[src/rtl/flop_add_pipe_if.sv]
// flop_add_pipe_if: request/result valid-ready bundle for flop_add_pipe
interface flop_add_pipe_if #(parameter int MANT_W = 8, EXP_W = 4, TAG_W = 4);
  localparam int W = 1 + MANT_W + EXP_W;
  logic             in_valid;
  logic             in_ready;
  logic [W-1:0]     in_a;
  logic [W-1:0]     in_b;
  logic             in_sub;
  logic [TAG_W-1:0] in_tag;
  logic             out_valid;
  logic             out_ready;
  logic [W-1:0]     out_res;
  logic [TAG_W-1:0] out_tag;
  logic             out_ovf;
  logic             out_unf;
  logic             out_zero;
  modport master (
    output in_valid, in_a, in_b, in_sub, in_tag, out_ready,
    input  in_ready, out_valid, out_res, out_tag, out_ovf, out_unf, out_zero
  );
  modport slave (
    input  in_valid, in_a, in_b, in_sub, in_tag, out_ready,
    output in_ready, out_valid, out_res, out_tag, out_ovf, out_unf, out_zero
  );
endinterface

[src/rtl/flop_add_pipe.sv]
// flop_add_pipe: three-stage add/subtract pipeline for packed {sign,mant,exp} floats
module flop_add_pipe #(
  parameter int MANT_W = 8,
  parameter int EXP_W  = 4,
  parameter int TAG_W  = 4
) (
  input logic           clk,
  input logic           reset,
  flop_add_pipe_if.slave bus
);
  localparam int W    = 1 + MANT_W + EXP_W;
  localparam int LZ_W = $clog2(MANT_W + 1);
  localparam int CW   = (LZ_W > EXP_W) ? LZ_W : EXP_W;
  logic              w_adv;
  logic              w_a_s, w_b_s, w_a_big;
  logic [MANT_W-1:0] w_a_m, w_b_m, w_m_big, w_m_small, w_aligned;
  logic [EXP_W-1:0]  w_a_e, w_b_e, w_e_big, w_e_small, w_d;
  logic              r1_valid, r1_sign, r1_match;
  logic [MANT_W-1:0] r1_m_big, r1_aligned;
  logic [EXP_W-1:0]  r1_e_big;
  logic [TAG_W-1:0]  r1_tag;
  logic [MANT_W:0]   w_sum;
  logic              r2_valid, r2_sign;
  logic [MANT_W:0]   r2_sum;
  logic [EXP_W-1:0]  r2_e_big;
  logic [TAG_W-1:0]  r2_tag;
  logic [CW-1:0]     w_lz;
  logic              w_exact, w_ovf, w_unf;
  logic [W-1:0]      w_res;
  assign w_adv        = ~bus.out_valid | bus.out_ready;
  assign bus.in_ready = w_adv;
  assign w_a_s     = bus.in_a[W-1];
  assign w_a_m     = bus.in_a[W-2:EXP_W];
  assign w_a_e     = bus.in_a[EXP_W-1:0];
  assign w_b_s     = bus.in_b[W-1] ^ bus.in_sub;
  assign w_b_m     = bus.in_b[W-2:EXP_W];
  assign w_b_e     = bus.in_b[EXP_W-1:0];
  assign w_a_big   = {w_a_e, w_a_m} >= {w_b_e, w_b_m};
  assign w_m_big   = w_a_big ? w_a_m : w_b_m;
  assign w_m_small = w_a_big ? w_b_m : w_a_m;
  assign w_e_big   = w_a_big ? w_a_e : w_b_e;
  assign w_e_small = w_a_big ? w_b_e : w_a_e;
  assign w_d       = w_e_big - w_e_small;
  assign w_aligned = (32'(w_d) >= MANT_W) ? '0 : w_m_small >> w_d;
  assign w_sum = r1_match ? {1'b0, r1_m_big} + {1'b0, r1_aligned}
                          : {1'b0, r1_m_big} - {1'b0, r1_aligned};
  always_comb begin
    w_lz = CW'(MANT_W);
    for (int i = 0; i < MANT_W; i++)
      if (r2_sum[i]) w_lz = CW'(MANT_W - 1 - i);
    w_exact = r2_sum == '0;
    w_ovf   = r2_sum[MANT_W] & (&r2_e_big);
    w_unf   = ~w_exact & ~r2_sum[MANT_W] & (w_lz > CW'(r2_e_big));
    w_res   = (w_exact | w_unf) ? '0 :
              w_ovf             ? {r2_sign, {(W-1){1'b1}}} :
              r2_sum[MANT_W]    ? {r2_sign, r2_sum[MANT_W:1], r2_e_big + EXP_W'(1)} :
                                  {r2_sign, r2_sum[MANT_W-1:0] << w_lz, r2_e_big - EXP_W'(w_lz)};
  end
  always_ff @(posedge clk or posedge reset) begin
    if (reset) begin
      r1_valid      <= 1'b0;
      r1_sign       <= 1'b0;
      r1_match      <= 1'b0;
      r1_m_big      <= '0;
      r1_aligned    <= '0;
      r1_e_big      <= '0;
      r1_tag        <= '0;
      r2_valid      <= 1'b0;
      r2_sign       <= 1'b0;
      r2_sum        <= '0;
      r2_e_big      <= '0;
      r2_tag        <= '0;
      bus.out_valid <= 1'b0;
      bus.out_res   <= '0;
      bus.out_tag   <= '0;
      bus.out_ovf   <= 1'b0;
      bus.out_unf   <= 1'b0;
      bus.out_zero  <= 1'b0;
    end else if (w_adv) begin
      r1_valid      <= bus.in_valid;
      r1_sign       <= w_a_big ? w_a_s : w_b_s;
      r1_match      <= w_a_s == w_b_s;
      r1_m_big      <= w_m_big;
      r1_aligned    <= w_aligned;
      r1_e_big      <= w_e_big;
      r1_tag        <= bus.in_tag;
      r2_valid      <= r1_valid;
      r2_sign       <= r1_sign;
      r2_sum        <= w_sum;
      r2_e_big      <= r1_e_big;
      r2_tag        <= r1_tag;
      bus.out_valid <= r2_valid;
      bus.out_res   <= w_res;
      bus.out_tag   <= r2_tag;
      bus.out_ovf   <= w_ovf;
      bus.out_unf   <= w_unf;
      bus.out_zero  <= w_exact | w_unf;
    end
  end
endmodule

[src/flat_wrapper.sv]
// flat-port wrapper written by rule: the top's interface ports become plain ports
module flop_add_pipe_flat 
#(
  parameter int MANT_W = 8,
  parameter int EXP_W  = 4,
  parameter int TAG_W  = 4
)
  (clk, reset, bus_in_valid, bus_in_a, bus_in_b, bus_in_sub, bus_in_tag, bus_out_ready, bus_in_ready, bus_out_valid, bus_out_res, bus_out_tag, bus_out_ovf, bus_out_unf, bus_out_zero);
  flop_add_pipe_if #(.MANT_W(MANT_W), .EXP_W(EXP_W), .TAG_W(TAG_W)) bus_i ();
  input logic clk;
  input logic reset;
  input wire logic [$bits(bus_i.in_valid)-1:0] bus_in_valid;
  input wire logic [$bits(bus_i.in_a)-1:0] bus_in_a;
  input wire logic [$bits(bus_i.in_b)-1:0] bus_in_b;
  input wire logic [$bits(bus_i.in_sub)-1:0] bus_in_sub;
  input wire logic [$bits(bus_i.in_tag)-1:0] bus_in_tag;
  input wire logic [$bits(bus_i.out_ready)-1:0] bus_out_ready;
  output wire logic [$bits(bus_i.in_ready)-1:0] bus_in_ready;
  output wire logic [$bits(bus_i.out_valid)-1:0] bus_out_valid;
  output wire logic [$bits(bus_i.out_res)-1:0] bus_out_res;
  output wire logic [$bits(bus_i.out_tag)-1:0] bus_out_tag;
  output wire logic [$bits(bus_i.out_ovf)-1:0] bus_out_ovf;
  output wire logic [$bits(bus_i.out_unf)-1:0] bus_out_unf;
  output wire logic [$bits(bus_i.out_zero)-1:0] bus_out_zero;
  assign bus_i.in_valid = bus_in_valid;
  assign bus_i.in_a = bus_in_a;
  assign bus_i.in_b = bus_in_b;
  assign bus_i.in_sub = bus_in_sub;
  assign bus_i.in_tag = bus_in_tag;
  assign bus_i.out_ready = bus_out_ready;
  assign bus_in_ready = bus_i.in_ready;
  assign bus_out_valid = bus_i.out_valid;
  assign bus_out_res = bus_i.out_res;
  assign bus_out_tag = bus_i.out_tag;
  assign bus_out_ovf = bus_i.out_ovf;
  assign bus_out_unf = bus_i.out_unf;
  assign bus_out_zero = bus_i.out_zero;
  flop_add_pipe #(.MANT_W(MANT_W), .EXP_W(EXP_W), .TAG_W(TAG_W)) u_core (.clk(clk), .reset(reset), .bus(bus_i));
endmodule
[config.mk]
export PLATFORM = sky130hd
export DESIGN_NAME = flop_add_pipe_flat
export DESIGN_NICKNAME = d
export VERILOG_FILES = /design/src/rtl/flop_add_pipe_if.sv /design/src/rtl/flop_add_pipe.sv /design/src/flat_wrapper.sv
export SDC_FILE = /design/constraint.sdc
export NUM_CORES = 1
export LEC_CHECK = 0
export ABC_CLOCK_PERIOD_IN_PS = 3600
export CORE_UTILIZATION = 56
export CTS_BUF_LIST = sky130_fd_sc_hd__clkbuf_8 sky130_fd_sc_hd__clkbuf_16
export DETAILED_ROUTE_END_ITERATION = 10
export PLACE_DENSITY = 0.89
export SYNTH_ARGS = -nofsm -noshare
export SYNTH_HDL_FRONTEND = slang
export SYNTH_SLANG_ARGS = --single-unit
export TNS_END_PERCENT = 1
[constraint.sdc]
create_clock -name clk -period 3.6 [get_ports clk]
set_input_delay 0.36 -clock clk [delete_from_list [all_inputs] [get_ports clk]]
set_output_delay 0.36 -clock clk [all_outputs]
set_load 0.01 [all_outputs]
==> results.toml <==
[route]
first_iter_violations = 154
ant_nets = 0
viasPerCell = 5.71
dr_total_vias = 3697
drt-total-wl_mm = 9.66
wire_per_inst_um = 14.9
dr.pass1.iters = 4
drc_errors = 0

[placed_design]
placed_cell_area_um2 = 5060
gp_congestion = 0.941
port_buffers = 56
place_ws_ns = -0.0642
hpwl_mm = 7.19

[clock_network]
ctsHoldBuffers = 0
cts_tree = "built"
cts_max_level = 3
clkLatencyLatePin_ns = 0.36
cts_root_buf = "clkbuf_8"
clock_sinks = 67
cts_resized = 0
cts_setup_buffers = 0
cts_buffer_depth = 2
numCtsBuffers = 9
clk_pin_slew_ns = 0.08

[synthesis]
synth_area_leaders = "dfrtp_1 (38%), nand2_1 (8.9%), ha_1 (7.7%)"
yosysUniqueCellTypes = 51
syn_avg_cell_area_um2 = 8.89
synth_edf_count = 0
synth_top_cell_area_share_pct = 38.4
syn_area_um2 = 4360
ys_warn_count = 0
syn_nets = 555
synthCells = 491
yosysTopAreaCell = "dfrtp_1"
ys_seq_area_share_pct = 38.4
yosysMostFrequentCell = "nand2_1"
synthFlopType = "dfrtp_1"
ys_ff_latch = 67
synthArstFlopShare_pct = 100
synth_top_cells_by_count = "nand2_1 (104), dfrtp_1 (67), nor2_1 (34)"

[timing]
hold_violations = 0
slew_headroom_pct = 41.7
tns_ns = 0
setup_ws_ns = 0.286
finalSetupViolCount = 0
period_needed_ns = 3.31
whs_ns = 0.394
worstMarginPinSlew_ns = 0.872
max_freq_mhz = 302
fin_skew_ns = 0.0108
period_share_pct = 92.1
slew_violations = 0
rsz0062_at_grt = "no"

[final_layout]
num_antenna_cells = 0
layout.nets = 608
drive_gt1_share_pct = 8.74
fin_area_um2 = 5270
seq_area_um2 = 1680
area_growth_pct = 20.7
fill_cells = 539
multi_input_area_um2 = 2490

[global_routing]
grt_pass1_vias = 3669
gr-total-overflow = 0
grt_antenna_before_repair = 0
grt.total_usage_pct = 25.4
grt_pass1_wl_mm = 16.6
grt_max_degree = 81

[flow_run]
cap_violations = 0

[outcome]
status = "finished, final reports clean"

[die]
fp.dieW_um = 90.3
io_pins = 57
die_h_um = 90.3
dieArea_um2 = 8150
core_um2 = 7410
start_util_pct = 58.9
rows = 31

[critical_path]
path_cells = "clkdlybuf4s50_1, inv_1, ha_1, a21oi_1, nand2_1, a211o_1, a21oi_4, mux2i_1, ha_1, nor2b_1, a221oi_1, a21oi_1, nor3_1, mux2i_1, a22o_1"
cp_slowest_cell = "clkdlybuf4s50_1"
required_ns = 3.85
critPathArrivalTime_ns = 3.56
cp_top_family = "compound AO/OA/AOI/OAI gates"
slowest_delay_ns = 0.48
crit_buf_inv = 2
cp-start-kind = "input port"
crit_fanout = 4
crit_path_end_kind = "flop"
critical_path_class = "in2reg"

[power_and_ir_drop]
p_clk_share_pct = 16.1
p_per_area_nw_per_um2 = 778
p_sw_mw = 1.67
seqPwrFrac_pct = 33.4
p_sw_share_pct = 40.8
peakVddDrop_mv = 0.265
p_comb_share_pct = 50.5
power.internal_mw = 2.42
total_leakage_power_nw = 2.54

[min_path]
hold_class = "in2async"
power by group through the flow:
stage | clock network (mW) | registers, mW | logic [mW]
floorplan | 0 | 1.24 | 1.56
global placement | 0 | 1.35 | 1.94
detailed placement | 0 | 1.38 | 2.05
CTS | 0.664 | 1.36 | 2.08
global route | 0.694 | 1.41 | 2.32
finish | 0.658 | 1.37 | 2.07
stage by stage:
step           utilization (%)  cells  total power [mW]
2_1_floorplan                -    491              2.80
3_3_place_gp              68.3    632              3.30
3_5_place_dp              68.3    632              3.43
4_1_cts                   71.1    648              4.10
5_1_grt                   71.1    648              4.42
6_report                  71.1    648              4.10
layout make-up:
type	count	area share, %
multi-input combinational	369	47.2
clock inverter	6	1.38
inverter	26	1.85
timing repair buffer	71	12.8
clock buffer	10	2.61
sequential	67	31.8
tap	99	2.35
per-layer routing:
metal / vias up / GRT usage (%) / share of wire [%]
li1: 1815 / - / -
met1: 1742 / 29.6 / 42
met2: 113 / 43.8 / 51
met3: 27 / 4.46 / 3.9
met4: 0 / 15.2 / 2.9
met5: - / 0 / 0
worst paths after layout:
kind                            slack [ns]                     end             start  cells past startpoint
worst max-delay path                  0.29    u_core.r1_aligned[2]       bus_in_b[2]                     15
worst max register to register        0.44  u_core.bus.out_res[10]  u_core.r2_sum[0]                     15
min in group clk                      0.46    u_core.bus.out_valid   u_core.r2_valid                      1
worst min-delay path                  0.39         u_core.r1_valid             reset                      2
max in group asynchronous             2.30        u_core.r2_sum[8]             reset                      3
worst min register to register        0.46    u_core.bus.out_valid   u_core.r2_valid                      1
sequential cells by signal, summed over array words and instances (netlist names):
name / flops
u_core.bus.out_unf: 1
u_core.r1_tag: 4
u_core.bus.out_valid: 1
u_core.r1_match: 1
u_core.r1_valid: 1
u_core.r2_valid: 1
u_core.r1_sign: 1
u_core.r2_sign: 1
u_core.bus.out_zero: 1
u_core.r1_m_big: 8
u_core.bus.out_ovf: 1
u_core.bus.out_res: 13
u_core.bus.out_tag: 4
u_core.r1_e_big: 4
u_core.r2_sum: 9
u_core.r1_aligned: 8
u_core.r2_tag: 4
u_core.r2_e_big: 4
cell families after synthesis:
kind of cell	count (synthesis)	synth area share (%)
XOR/XNOR	18	3.78
flip-flops	67	38.4
AND/OR/NAND/NOR	174	16.8
adder cells (fa/ha/maj)	29	8.66
multiplexers	40	10.7
AO/OA/AOI/OAI	108	16.7
buffers and inverters	55	4.96
layout by cell type (no fill, tap or decap), drive strengths merged, types with 5 or more instances in the layout:
master / count
nand2b: 7
xor2: 11
clkbuf: 10
nand2: 104
mux4: 5
xnor2: 7
dfrtp: 67
a21oi: 29
mux2i: 32
inv: 27
a22o: 15
buf: 15
nand3: 5
nor3: 6
clkdlybuf4s50: 56
o21bai: 5
a211o: 5
o21ai: 30
nor2b: 7
ha: 27
nor2: 35
No activity file was read; power rests on OpenSTA's default activity.
